### src/rtl/tm1638_bus_scheduler.sv
// Bus scheduler for a TM1638 shield shared by a display refresher and a key-scan reader.
// Raises timed/host requests, arbitrates round-robin, guards each transaction with a watchdog, debounces keys.
module tm1638_bus_scheduler #(
    parameter int CLOCK_FREQ_MHz   = 12,
    parameter int REFRESH_US       = 20000,
    parameter int KEYSCAN_US       = 10000,
    parameter int DEBOUNCE_SAMPLES = 3,
    parameter int TIMEOUT_CYCLES   = 65535
) (
    input  logic       i_clk,
    input  logic       i_rst,
    input  logic       i_dirty,
    input  logic       i_disp_idle,
    output logic       o_disp_en,
    input  logic       i_key_idle,
    output logic       o_key_en,
    input  logic       i_key_valid,
    input  logic [7:0] i_key_state,
    output logic       o_sel,
    output logic [7:0] o_keys,
    output logic       o_key_event,
    output logic       o_busy,
    output logic       o_fault
);

    // state   | meaning
    // S_IDLE  | waiting for a request with both engines idle
    // S_START | one-cycle start pulse to the selected engine
    // S_GUARD | ignore idle while the engine registers its start
    // S_WAIT  | wait for selected engine idle, watchdog running
    typedef enum logic [1:0] {S_IDLE, S_START, S_GUARD, S_WAIT} state_t;

    localparam int TR_N = CLOCK_FREQ_MHz * REFRESH_US;
    localparam int TK_N = CLOCK_FREQ_MHz * KEYSCAN_US;
    localparam int TR_W = (TR_N > 1) ? $clog2(TR_N) : 1;
    localparam int TK_W = (TK_N > 1) ? $clog2(TK_N) : 1;
    localparam int WD_W = $clog2(TIMEOUT_CYCLES + 1);
    localparam logic [TR_W-1:0] TR_TC = TR_W'(TR_N - 1);
    localparam logic [TK_W-1:0] TK_TC = TK_W'(TK_N - 1);
    localparam logic [WD_W-1:0] WD_TC = WD_W'(TIMEOUT_CYCLES - 1);
    localparam logic [3:0]      DB_N  = 4'(DEBOUNCE_SAMPLES);

    state_t          st_q, st_d;
    logic            sel_q, sel_d;
    logic            last_q, last_d;
    logic            disp_pend_q, disp_pend_d;
    logic            key_pend_q, key_pend_d;
    logic            fault_q, fault_d;
    logic [WD_W-1:0] wd_q, wd_d;
    logic [TR_W-1:0] tmr_r_q, tmr_r_d;
    logic [TK_W-1:0] tmr_k_q, tmr_k_d;
    logic [7:0]      cand_q, cand_d;
    logic [3:0]      cnt_q, cnt_d;
    logic [7:0]      keys_q, keys_d;
    logic            key_event_q, key_event_d;

    logic r_exp, k_exp, start_disp, start_key, sel_idle, kv_ok;

    always_comb begin
        st_d        = st_q;
        sel_d       = sel_q;
        last_d      = last_q;
        fault_d     = fault_q;
        wd_d        = wd_q;
        cand_d      = cand_q;
        cnt_d       = cnt_q;
        keys_d      = keys_q;
        key_event_d = 1'b0;

        r_exp   = (tmr_r_q == TR_TC);
        k_exp   = (tmr_k_q == TK_TC);
        tmr_r_d = r_exp ? '0 : tmr_r_q + 1'b1;
        tmr_k_d = k_exp ? '0 : tmr_k_q + 1'b1;

        start_disp = (st_q == S_START) && !sel_q;
        start_key  = (st_q == S_START) &&  sel_q;
        // A set in the same cycle as the clear wins, so a mid-refresh write is not lost.
        disp_pend_d = (disp_pend_q && !start_disp) || i_dirty || r_exp;
        key_pend_d  = (key_pend_q  && !start_key)  || k_exp;

        sel_idle = sel_q ? i_key_idle : i_disp_idle;

        case (st_q)
            S_IDLE: begin
                if (i_disp_idle && i_key_idle && (disp_pend_q || key_pend_q)) begin
                    if (disp_pend_q && key_pend_q) sel_d = ~last_q;
                    else                           sel_d = key_pend_q;
                    st_d = S_START;
                end
            end
            S_START: begin
                last_d = sel_q;
                st_d   = S_GUARD;
            end
            S_GUARD: begin
                wd_d = '0;
                st_d = S_WAIT;
            end
            S_WAIT: begin
                if (sel_idle) begin
                    st_d = S_IDLE;
                end else if (wd_q == WD_TC) begin
                    fault_d = 1'b1;
                    st_d    = S_IDLE;
                end else begin
                    wd_d = wd_q + 1'b1;
                end
            end
            default: st_d = S_IDLE;
        endcase

        kv_ok = i_key_valid && sel_q && ((st_q == S_GUARD) || (st_q == S_WAIT));
        if (kv_ok) begin
            if (i_key_state == cand_q) begin
                if (cnt_q != DB_N) cnt_d = cnt_q + 1'b1;
            end else begin
                cand_d = i_key_state;
                cnt_d  = 4'd1;
            end
            if ((cnt_d == DB_N) && (cand_d != keys_q)) begin
                keys_d      = cand_d;
                key_event_d = 1'b1;
            end
        end
    end

    always_ff @(posedge i_clk or posedge i_rst) begin
        if (i_rst) begin
            st_q        <= S_IDLE;
            sel_q       <= 1'b0;
            last_q      <= 1'b1;
            disp_pend_q <= 1'b1;
            key_pend_q  <= 1'b0;
            fault_q     <= 1'b0;
            wd_q        <= '0;
            tmr_r_q     <= '0;
            tmr_k_q     <= '0;
            cand_q      <= '0;
            cnt_q       <= '0;
            keys_q      <= '0;
            key_event_q <= 1'b0;
        end else begin
            st_q        <= st_d;
            sel_q       <= sel_d;
            last_q      <= last_d;
            disp_pend_q <= disp_pend_d;
            key_pend_q  <= key_pend_d;
            fault_q     <= fault_d;
            wd_q        <= wd_d;
            tmr_r_q     <= tmr_r_d;
            tmr_k_q     <= tmr_k_d;
            cand_q      <= cand_d;
            cnt_q       <= cnt_d;
            keys_q      <= keys_d;
            key_event_q <= key_event_d;
        end
    end

    assign o_disp_en   = start_disp;
    assign o_key_en    = start_key;
    assign o_sel       = sel_q;
    assign o_keys      = keys_q;
    assign o_key_event = key_event_q;
    assign o_busy      = (st_q != S_IDLE);
    assign o_fault     = fault_q;

endmodule

### config.mk
export PLATFORM = sky130hd
export DESIGN_NAME = tm1638_bus_scheduler
export DESIGN_NICKNAME = d
export VERILOG_FILES = /design/src/rtl/tm1638_bus_scheduler.sv
export SDC_FILE = /design/constraint.sdc
export NUM_CORES = 1
export LEC_CHECK = 0
export BUFFER_PORTS_ARGS = -buffer_cell sky130_fd_sc_hd__buf_2
export CORE_ASPECT_RATIO = 1.1
export CORE_UTILIZATION = 40
export CTS_BUF_LIST = sky130_fd_sc_hd__clkbuf_4 sky130_fd_sc_hd__clkbuf_8
export CTS_CLUSTER_SIZE = 20
export DETAILED_ROUTE_END_ITERATION = 12
export HOLD_SLACK_MARGIN = 0.12
export PLACE_DENSITY = 0.67
export SYNTH_ARGS = -nofsm -noshare
export SYNTH_HDL_FRONTEND = slang
export SYNTH_SLANG_ARGS = --single-unit
### constraint.sdc
create_clock -name i_clk -period 2.02 [get_ports i_clk]
set_input_delay 0.101 -clock i_clk [delete_from_list [all_inputs] [get_ports i_clk]]
set_output_delay 0.101 -clock i_clk [all_outputs]
set_load 0.01 [all_outputs]
==> results.yml <==
drt:
  drtIter0Drc: 87
  vias: 2867
  firstDrtPassIters: 4
  finalWirelength_um: 7267
  avgViaCountPerCell: 5.156
  wl_per_cell_um: 13.07
  drc_errors: 0
  antenna_left: 0
floorplanning:
  num_rows: 37
  start_util_pct: 41.19
  io_pins: 28
  die_w_um: 95.80
  core_area_um2: 9398
  die_h_um: 105.2
  die_area_um2: 10080
yosys:
  yosys.area_share.simple_pct: 21.98
  synth-edff-count: 0
  syn_avg_cell_area_um2: 10.61
  synth_compound_area_share_pct: 6.270
  synth_seq_cells: 79
  synth_mux_area_share_pct: 5.979
  netlist-cell-type-count: 42
  async_reset_ff_share_pct: 100.0
  synth_most_common_cell: "dfrtp_1"
  synth_common_cells: "77 x dfrtp_1, 57 x nand2_1, 27 x xor2_1"
  synth_top_area_share_pct: 49.77
  synth_flop_cell: "dfrtp_1"
  syn_nets: 388
  yosysTopAreaCell: "dfrtp_1"
  synth_top_family_by_area: "simple AND/OR/NAND/NOR gates"
  netlist_area_um2: 3871
  ys_seq_area_share_pct: 51.13
  synth_adder_area_share_pct: 2.909
  ys.warnings.count: 0
  synth.area.top_cells: "dfrtp_1 50%, xor2_1 6.1%, nand2_1 5.5%, xnor2_1 4.1%, mux2i_1 3.4%"
  synthCells: 365
  yosys.area_share.xor_xnor_pct: 10.18
sta:
  rsz0062_at_grt: "yes"
  report.final.slew_viol_count: 0
  worst_pin_slew_ns: 0.6778
  setup_viol: 8
  clock_skew_ns: 0.01364
  slew-limit-headroom_pct: 54.72
  layout_min_cycle_time_ns: 2.047
  final.period_utilization_pct: 101.3
  hold_viol_final: 0
  layout_setup_ws_ns: -0.02700
  fmax_ghz: 0.4885
placement:
  pre_cts_ws_ns: -0.08398
  dp_hpwl_um: 5071
  place_congestion: 0.8063
  portBuffers: 27
power:
  power_w: 0.003500
  p_comb_share_pct: 14.0
  clockPowerShare_pct: 37.8
  irDropWorstVdd_v: 0.0003999
  cell_internal_pwr_w: 0.002551
  pwr_density_cell_nw_per_um2: 739.5
  power.switching_w: 0.0009492
  switching_share_pct: 27.12
  p_leak_nw: 2.319
  p_seq_share_pct: 48.2
grt:
  overflow: 0
  antenna_found_initial: 0
  first_global_vias: 2843
  grt_max_degree: 50
  grt_use_total_pct: 15.85
  grt_pass1_wl_um: 12600
critical_path:
  max_stage_delay_ns: 0.40
  cp-end-kind: "register"
  crit_family: "compound AO/OA/AOI/OAI gates"
  critPathKind: "register to register"
  slowest_stage: "dfrtp_1"
  critical_path_buf_inv_count: 1
  critical_path.startpoint_type: "register"
  cp.required_ns: 2.25
  cp_max_fo: 4
  crit_chain: "ha_2, nor2b_4, nor4b_2, a31oi_1, a2111oi_4, buf_4, mux2_4"
  cp.arrival_ns: 2.27
outcome:
  status: "finished with violations"
  violations: "negative setup slack"
cts:
  cts_tree: "yes"
  clock_latency_ns: 0.34
  clkTransAtPathRegs_ns: 0.09
  cts.sinks: 79
  cts_made_buffers: 9
  cts_root_buf: "clkbuf_8"
  clockBufferDepth: 2
  htreeDepth: 3
worst_hold_path:
  hp-class: "primary input to register"
final_layout:
  drive_above_1_share_pct: 20.50
  syn2layout_area_growth_pct: 22.27
  num_antenna_cells: 0
  nNetsFinal: 457
  fillers: 840
flow_run:
  cap_violations: 0
## flip-flops by register name (all words and copies together) (netlist names)
| name | count |
|---|---|
| last_q | 1 |
| wd_q | 16 |
| key_pend_q | 1 |
| cand_q | 8 |
| cnt_q | 4 |
| o_sel | 1 |
| o_keys | 8 |
| tmr_r_q | 18 |
| o_key_event | 1 |
| st_q | 2 |
| disp_pend_q | 1 |
| tmr_k_q | 17 |
| o_fault | 1 |
## cell families (layout without fill, tap and decap cells)
kind of cell    after synthesis  in the layout
fa+ha+maj                     9              9
flops                        79             79
buf+inv                      16             90
simple gates                163            163
mux                          22             22
xor+xnor                     45             45
compound gates               31             31
## stage by stage
| stage | cells | util (%) | instance area (um^2) | hold slack (ns) | setup TNS (ns) |
|---|---|---|---|---|---|
| floorplan | 365 | - | 3875 | 0.2064 | -0.4039 |
| global placement | 523 | 45.72 | 4297 | 0.2397 | -0.001968 |
| detailed placement | 523 | 45.72 | 4297 | 0.2355 | -0.5968 |
| CTS | 551 | 49.47 | 4649 | 0.2073 | 0 |
| global route | 556 | 50.37 | 4733 | 0.2262 | -0.8962 |
| finish | 556 | 50.37 | 4733 | 0.2142 | -0.1644 |
## metal layers
| layer | wire length (um) | vias up | global-route usage (%) | part of all wire (%) |
|---|---|---|---|---|
| met3 | 132 | 6 | 2.038 | 1.8 |
| met4 | 73 | 0 | 7.463 | 1.0 |
| met5 | 0 | - | 0 | 0 |
| met1 | 3422 | 1405 | 20.64 | 47 |
| met2 | 3638 | 35 | 25.82 | 50 |
| li1 | - | 1421 | - | - |
## tightest hold or removal path, delay by kind of cell
kind	cells	cell delay, ns
AO/OA/AOI/OAI	2	0.23
buffers and inverters	1	0.11
AND/OR/NAND/NOR	1	0.08
## power by group through the flow
| stage | clock (W) | sequential [W] | combinational [W] |
|---|---|---|---|
| finish | 0.00132 | 0.00169 | 0.000489 |
| global placement | 0 | 0.00172 | 0.000460 |
| detailed placement | 0 | 0.00172 | 0.000476 |
| floorplan | 0 | 0.00170 | 0.000311 |
| global route | 0.00142 | 0.00170 | 0.000556 |
| CTS | 0.00136 | 0.00169 | 0.000496 |
## placed cells by master, fill, tap and decap left out, types with 2 or more instances in the layout
cell           instances
nand4_1               11
buf_2                 27
dlygate4sd3_1         10
mux2i_1               13
o211ai_1               2
a32o_1                 3
inv_1                  9
a21oi_1                4
nand2_1               57
mux2_4                 8
nand2b_1               5
dfstp_2                2
xor2_1                27
o21ai_0                8
nor4_1                 5
a31oi_1                2
buf_4                 26
and3_1                 7
xnor2_1               18
and4_1                 9
o311ai_1               2
a21o_1                 2
nor3_1                 2
nor2b_1                7
nor2_1                23
ha_1                   8
dfrtp_1               77
bufinv_16              2
inv_6                  3
nand3_1               22
nor4b_1                2
nor4_2                 2
or3_1                  3
clkbuf_8               9
o41ai_1                2
## what timing repair did
item	CTS	global route
endpoints found under the setup margin	8	11
pin swaps	3	4
setup buffers	2	5
hold buffers	10	0
gates resized for setup	2	14
endpoints found under the hold margin	45	0
## layout make-up
class	instances	area [um^2]	area share, %
flip-flops and latches	79	1979	41.82
multi-input cells	270	1889	39.92
repair buffers	64	450.4	9.516
well taps	117	146.4	3.093
clock buffers	9	123.9	2.617
clock inverters	7	102.6	2.168
inverters	10	41.29	0.8723
## worst paths after layout
kind,startpoint,end,slack [ns],cells after the start
worst max register to register,cnt_q[1]$_DFFE_PP0P_,o_keys[7]$_DFFE_PP0P_,-0.03,7
max in group asynchronous,i_rst,tmr_k_q[13]$_DFF_PP0_,0.96,4
worst min register to register,tmr_k_q[4]$_DFF_PP0_,tmr_k_q[4]$_DFF_PP0_,0.47,1
worst min-delay path,i_key_valid,cnt_q[3]$_DFFE_PP0P_,0.21,4
worst max-delay path,cnt_q[1]$_DFFE_PP0P_,o_keys[7]$_DFFE_PP0P_,-0.03,7
min in group asynchronous,i_rst,tmr_r_q[6]$_DFF_PP0_,0.41,3
Power figures use the tool's default switching activity.
